--- config.mk ---
export PLATFORM = sky130hd
export DESIGN_NAME = sensor_nivel_flat
export DESIGN_NICKNAME = d
export VERILOG_FILES = /design/src/rtl/sensor_nivel_if.sv /design/src/rtl/sensor_nivel.sv /design/src/flat_wrapper.sv
export SDC_FILE = /design/constraint.sdc
export NUM_CORES = 1
export LEC_CHECK = 0
export CAP_MARGIN = 20
export CORE_AREA = 2 2 60 48
export DETAILED_ROUTE_END_ITERATION = 12
export DIE_AREA = 0 0 62 50
export PLACE_DENSITY = 0.8
export SLEW_MARGIN = 30
export SYNTH_ARGS = -nofsm -noshare
export SYNTH_HDL_FRONTEND = slang
export SYNTH_SLANG_ARGS = --single-unit
--- constraint.sdc ---
create_clock -name Clk -period 2.5 [get_ports Clk]
set_input_delay 0.625 -clock Clk [delete_from_list [all_inputs] [get_ports Clk]]
set_output_delay 0.625 -clock Clk [all_outputs]
set_load 0.02 [all_outputs]
--- src/rtl/sensor_nivel_if.sv ---
// Probe inputs, operator acknowledge and display-stage outputs of the tank level block.
// slave: the level block itself; master: the controller/environment driving the probes.
interface sensor_nivel_if;
    logic Sb;
    logic Sm;
    logic Sh;
    logic Erro_Ack;
    logic Nv_Critico;
    logic Nv_Baixo;
    logic Nv_Medio;
    logic Nv_Alto;
    logic ERRO;
    logic Sd;

    modport master (
        output Sb, Sm, Sh, Erro_Ack,
        input  Nv_Critico, Nv_Baixo, Nv_Medio, Nv_Alto, ERRO, Sd
    );

    modport slave (
        input  Sb, Sm, Sh, Erro_Ack,
        output Nv_Critico, Nv_Baixo, Nv_Medio, Nv_Alto, ERRO, Sd
    );
endinterface

--- src/rtl/sensor_nivel.sv ---
// Reservoir level acquisition: probe sync/debounce, level decode, fault FSM, display select.
// Optional Sd alternation generator is compiled only when SENSOR_NIVEL_SD_ALTERNA_EN is defined.
module sensor_nivel #(
    parameter int unsigned DEB_CYCLES = 16,
    parameter int unsigned SD_PERIOD  = 1000
) (
    input logic           Clk,
    input logic           Rst_n,
    sensor_nivel_if.slave bus
);
    localparam int unsigned DEB_W  = (DEB_CYCLES > 1) ? $clog2(DEB_CYCLES) : 1;
    localparam int unsigned INIT_W = $clog2(DEB_CYCLES + 3);
    localparam logic [DEB_W-1:0]  DEB_LAST  = DEB_W'(DEB_CYCLES - 1);
    localparam logic [INIT_W-1:0] INIT_LAST = INIT_W'(DEB_CYCLES + 2);

    typedef enum logic [1:0] {ST_INIT, ST_RUN, ST_FAULT} state_t;

    logic [2:0]        w_pin;
    logic [2:0]        r_sync1;
    logic [2:0]        r_sync2;
    logic [2:0]        r_deb;
    logic [DEB_W-1:0]  r_deb_cnt [3];
    logic              w_valid;
    logic [3:0]        w_lvl;
    state_t            r_state;
    state_t            w_next;
    logic [INIT_W-1:0] r_init_cnt;
    logic              w_init_done;
    logic [3:0]        r_lvl;
    logic              r_erro;

    // Bit order {Sh, Sm, Sb} forms the thermometer code.
    assign w_pin = {bus.Sh, bus.Sm, bus.Sb};

    always_ff @(posedge Clk or negedge Rst_n) begin
        if (!Rst_n) begin
            r_sync1 <= '0;
            r_sync2 <= '0;
        end else begin
            r_sync1 <= w_pin;
            r_sync2 <= r_sync1;
        end
    end

    always_ff @(posedge Clk or negedge Rst_n) begin
        if (!Rst_n) begin
            r_deb <= '0;
            for (int unsigned i = 0; i < 3; i++) begin
                r_deb_cnt[i] <= '0;
            end
        end else begin
            for (int unsigned i = 0; i < 3; i++) begin
                if (r_sync2[i] == r_deb[i]) begin
                    r_deb_cnt[i] <= '0;
                end else if (r_deb_cnt[i] == DEB_LAST) begin
                    r_deb[i]     <= r_sync2[i];
                    r_deb_cnt[i] <= '0;
                end else begin
                    r_deb_cnt[i] <= r_deb_cnt[i] + DEB_W'(1);
                end
            end
        end
    end

    // One-hot order {Alto, Medio, Baixo, Critico}.
    always_comb begin
        w_valid = 1'b1;
        w_lvl   = '0;
        case (r_deb)
            3'b000:  w_lvl = 4'b0001;
            3'b001:  w_lvl = 4'b0010;
            3'b011:  w_lvl = 4'b0100;
            3'b111:  w_lvl = 4'b1000;
            default: w_valid = 1'b0;
        endcase
    end

    always_ff @(posedge Clk or negedge Rst_n) begin
        if (!Rst_n) begin
            r_state <= ST_INIT;
        end else begin
            r_state <= w_next;
        end
    end

    always_comb begin
        w_next      = r_state;
        w_init_done = (r_init_cnt == INIT_LAST);
        case (r_state)
            ST_INIT:  if (w_init_done) w_next = w_valid ? ST_RUN : ST_FAULT;
            ST_RUN:   if (!w_valid) w_next = ST_FAULT;
            ST_FAULT: if (w_valid && bus.Erro_Ack) w_next = ST_RUN;
            default:  w_next = ST_INIT;
        endcase
    end

    always_ff @(posedge Clk or negedge Rst_n) begin
        if (!Rst_n) begin
            r_init_cnt <= '0;
        end else if (r_state == ST_INIT && !w_init_done) begin
            r_init_cnt <= r_init_cnt + INIT_W'(1);
        end
    end

    // Outputs follow the next state so a state change and its outputs share one edge.
    always_ff @(posedge Clk or negedge Rst_n) begin
        if (!Rst_n) begin
            r_lvl  <= '0;
            r_erro <= 1'b0;
        end else begin
            case (w_next)
                ST_RUN: begin
                    r_lvl  <= w_lvl;
                    r_erro <= 1'b0;
                end
                ST_FAULT: begin
                    r_lvl  <= '0;
                    r_erro <= 1'b1;
                end
                default: begin
                    r_lvl  <= '0;
                    r_erro <= 1'b0;
                end
            endcase
        end
    end

    assign bus.Nv_Critico = r_lvl[0];
    assign bus.Nv_Baixo   = r_lvl[1];
    assign bus.Nv_Medio   = r_lvl[2];
    assign bus.Nv_Alto    = r_lvl[3];
    assign bus.ERRO       = r_erro;

`ifdef SENSOR_NIVEL_SD_ALTERNA_EN
    localparam int unsigned SD_W = $clog2(SD_PERIOD);
    localparam logic [SD_W-1:0] SD_LAST = SD_W'(SD_PERIOD - 1);

    logic [SD_W-1:0] r_sd_cnt;
    logic            r_sd;

    // Held at zero outside steady RUN; the entry edge itself also holds, restarting the phase.
    always_ff @(posedge Clk or negedge Rst_n) begin
        if (!Rst_n) begin
            r_sd_cnt <= '0;
            r_sd     <= 1'b0;
        end else if (r_state != ST_RUN || w_next != ST_RUN) begin
            r_sd_cnt <= '0;
            r_sd     <= 1'b0;
        end else if (r_sd_cnt == SD_LAST) begin
            r_sd_cnt <= '0;
            r_sd     <= ~r_sd;
        end else begin
            r_sd_cnt <= r_sd_cnt + SD_W'(1);
        end
    end

    assign bus.Sd = r_sd;
`else
    assign bus.Sd = 1'b0;
`endif
endmodule

--- src/flat_wrapper.sv ---
// flat-port wrapper written by rule: the top's interface ports become plain ports
module sensor_nivel_flat 
#(
    parameter int unsigned DEB_CYCLES = 16,
    parameter int unsigned SD_PERIOD  = 1000
)
  (Clk, Rst_n, bus_Sb, bus_Sm, bus_Sh, bus_Erro_Ack, bus_Nv_Critico, bus_Nv_Baixo, bus_Nv_Medio, bus_Nv_Alto, bus_ERRO, bus_Sd);
  sensor_nivel_if bus_i ();
  input logic Clk;
  input logic Rst_n;
  input wire logic [$bits(bus_i.Sb)-1:0] bus_Sb;
  input wire logic [$bits(bus_i.Sm)-1:0] bus_Sm;
  input wire logic [$bits(bus_i.Sh)-1:0] bus_Sh;
  input wire logic [$bits(bus_i.Erro_Ack)-1:0] bus_Erro_Ack;
  output wire logic [$bits(bus_i.Nv_Critico)-1:0] bus_Nv_Critico;
  output wire logic [$bits(bus_i.Nv_Baixo)-1:0] bus_Nv_Baixo;
  output wire logic [$bits(bus_i.Nv_Medio)-1:0] bus_Nv_Medio;
  output wire logic [$bits(bus_i.Nv_Alto)-1:0] bus_Nv_Alto;
  output wire logic [$bits(bus_i.ERRO)-1:0] bus_ERRO;
  output wire logic [$bits(bus_i.Sd)-1:0] bus_Sd;
  assign bus_i.Sb = bus_Sb;
  assign bus_i.Sm = bus_Sm;
  assign bus_i.Sh = bus_Sh;
  assign bus_i.Erro_Ack = bus_Erro_Ack;
  assign bus_Nv_Critico = bus_i.Nv_Critico;
  assign bus_Nv_Baixo = bus_i.Nv_Baixo;
  assign bus_Nv_Medio = bus_i.Nv_Medio;
  assign bus_Nv_Alto = bus_i.Nv_Alto;
  assign bus_ERRO = bus_i.ERRO;
  assign bus_Sd = bus_i.Sd;
  sensor_nivel #(.DEB_CYCLES(DEB_CYCLES), .SD_PERIOD(SD_PERIOD)) u_core (.Clk(Clk), .Rst_n(Rst_n), .bus(bus_i));
endmodule
==> impl_metrics.json <==
{
  "drive_gt1_share_pct": 10.40,
  "multi_input_area_um2": 475.5,
  "die_area_um2": 3100,
  "fin_nets": 135,
  "cp_data_arrival_time_ns": 1.30,
  "cts_tree": "built",
  "grt_pass1_vias": 900,
  "cp_max_fo": 1,
  "power.leakage_nw": 0.6694,
  "cp-end-kind": "output pin",
  "die_y_um": 50,
  "critPathKind": "reg2out",
  "hold_path_depth": 0,
  "grt_pass1_wl_um": 3753,
  "crit_family": "buffers and inverters",
  "status": "finished, final reports clean",
  "reg2reg_slack_ns": 1.08,
  "initial_utilization_pct": 53.20,
  "io_pins": 12,
  "overflow": 0,
  "syn-cell-area_um2": 1331,
  "min_from": "u_core.r_sync1[1]",
  "r2r-start": "u_core.r_init_cnt[0]",
  "synthArstFlopShare_pct": 100.0,
  "cts_made_buffers": 5,
  "grt_max_degree": 34,
  "yosysWarningCount": 0,
  "synth_fp_nets": 118,
  "totalWireLength_um": 2207,
  "post-route-drc-count": 0,
  "min_to": "u_core.r_sync2[1]",
  "slowest_stage": "clkdlybuf4s50_1",
  "nFillCells": 225,
  "clkLatencyLatePin_ns": 0.34,
  "place_congestion": 0.7458,
  "antenna_left": 0,
  "grt_setup_unrepaired": "no",
  "cellPowerDensity_nw_per_um2": 786.8,
  "fin_crit_ns": 1.925,
  "slowest_delay_ns": 0.60,
  "rows": 16,
  "layoutNonFillerInstCount": 161,
  "syn_area_per_cell_um2": 12.44,
  "final_cell_mix": "33 x dfrtp_1, 10 x clkdlybuf4s50_1, 9 x xnor2_1, 9 x a21oi_1, 7 x nor2_1",
  "setup_viol": 0,
  "synth-edff-count": 0,
  "first_iter_violations": 29,
  "worstReg2RegEnd": "u_core.r_state[0]",
  "core_um2": 2502,
  "drv_cap": 0,
  "die_w_um": 62,
  "finalSetupTns_ns": 0,
  "final_max_slew_viol_count": 0,
  "netlist_instances": 107,
  "hold_ws_ns": 0.3612,
  "via_per_inst": 5.211,
  "drt_pass1_iterations": 4,
  "cts_setup_buffers": 0,
  "finalClockSkew_ns": 0.006097,
  "fmax_mhz": 519.5,
  "crit_buf_inv": 1,
  "synth.yosys.seq_area_share_pct": 62.03,
  "portBuffers": 10,
  "clock_tree.buffer_depth": 2,
  "final_common_cell": "dfrtp_1",
  "ys.flop_type": "dfrtp_1",
  "htreeDepth": 2,
  "worstHoldPathType": "reg2reg",
  "ys_seq_elements": 33,
  "ff2ff_path_depth": 5,
  "synthDistinctLibCells": 25,
  "num_antenna_cells": 0,
  "period_share_pct": 76.99,
  "ir_drop_v": 0.0003550,
  "cts_resized": 0,
  "placed_cells": 153,
  "vias": 839,
  "path_clk_slew_ns": 0.10,
  "root_buffer": "clkbuf_4",
  "syn_to_final_growth_pct": 14.76,
  "crit_chain": "clkdlybuf4s50_1",
  "ctsHoldBuffers": 0,
  "grtUsageTotal_pct": 17.27,
  "startpoint_type": "register",
  "required_ns": 1.88,
  "dpl.hpwl_um": 1559,
  "hold_viol": 0,
  "regArea_um2": 825.8,
  "wire_per_inst_um": 13.71,
  "cts_num_sinks": 33,
  "antenna_found_initial": 0
}
registers in the layout, summed over array words and instances, names as in the netlist:
name,count
u_core.bus.ERRO,1
u_core.r_init_cnt,5
u_core.r_sync2,3
u_core.r_deb,3
u_core.r_sync1,3
u_core.r_lvl,4
u_core.r_state,2
u_core.r_deb_cnt,12
layout make-up:
type	count	share of cell area (%)
Tap cell	36	2.948
Multi-Input combinational cell	67	31.12
Sequential cell	33	54.05
Clock buffer	6	2.703
Timing Repair Buffer	11	7.043
Clock inverter	2	0.6552
Inverter	6	1.474
synthesized netlist by cell type, types with 3 or more instances:
library cell / instances / area [µm²]
dfrtp_1: 33 / 825.8
o21ai_0: 4 / 20.02
inv_1: 6 / 22.52
nand4b_1: 3 / 26.28
xnor2_1: 9 / 78.83
mux2_2: 3 / 33.78
nor2b_1: 3 / 18.77
a21oi_1: 9 / 45.04
nand3_1: 5 / 25.02
ha_1: 5 / 62.56
nor3_1: 3 / 15.01
nor3b_1: 3 / 22.52
nor2_1: 7 / 26.28
worst reg2reg max path, cell delays in order, from the launching register on:
cell and delay (ns):
dfrtp_1 0.39, inv_1 0.08, ha_1 0.20, and4bb_4 0.23
o21ai_4 0.22, and3b_1 0.21
logic make-up after synthesis:
| kind of cell | synth area share [%] |
|---|---|
| muxes | 2.537 |
| adders and majority gates | 4.699 |
| DFF | 62.03 |
| other | 0.2817 |
| xor gates and xnor gates | 5.921 |
| AOI/OAI and AO/OA | 7.895 |
| and+or+nand+nor | 14.38 |
| buffers and inverters | 2.256 |
routing by layer:
layer  track usage [%]  part of all wire, %  vias to the layer above
met5                 0                    0                        -
met4             11.70                  3.2                        0
met3             5.774                  4.8                       11
met2             27.95                   51                       14
met1             18.37                   40                      415
li1                  -                    -                      399
worst max path at each step:
stage / startpoint / end / slack (ns) / cells past startpoint
5_1_grt: u_core.r_lvl[3] / bus_Nv_Alto / 0.53 / 1
6_report: u_core.r_lvl[3] / bus_Nv_Alto / 0.58 / 1
3_3_place_gp: bus_Erro_Ack / u_core.r_lvl[0] / 0.89 / 4
2_1_floorplan: u_core.r_init_cnt[0] / u_core.r_state[0] / 1.20 / 5
4_1_cts: u_core.r_lvl[3] / bus_Nv_Alto / 0.56 / 1
3_5_place_dp: bus_Erro_Ack / u_core.r_lvl[0] / 0.86 / 4
stage by stage:
step | worst slack [ns] | total power, mW | instance area (µm²) | utilization [%]
after CTS | 0.5603 | 1.214 | 1528 | 61.05
after global placement | 0.8864 | 0.9094 | 1476 | 59.00
after floorplan | 1.196 | 0.8455 | 1331 | -
final | 0.5752 | 1.202 | 1528 | 61.05
after detailed placement | 0.8563 | 0.9270 | 1476 | 59.00
after global routing | 0.5308 | 1.275 | 1528 | 61.05
power breakdown:
part / internal [mW] / switching [mW]
Sequential: 0.608 / 0.0574
Combinational: 0.119 / 0.130
Clock: 0.107 / 0.180
(Power assumes the default switching activity.)
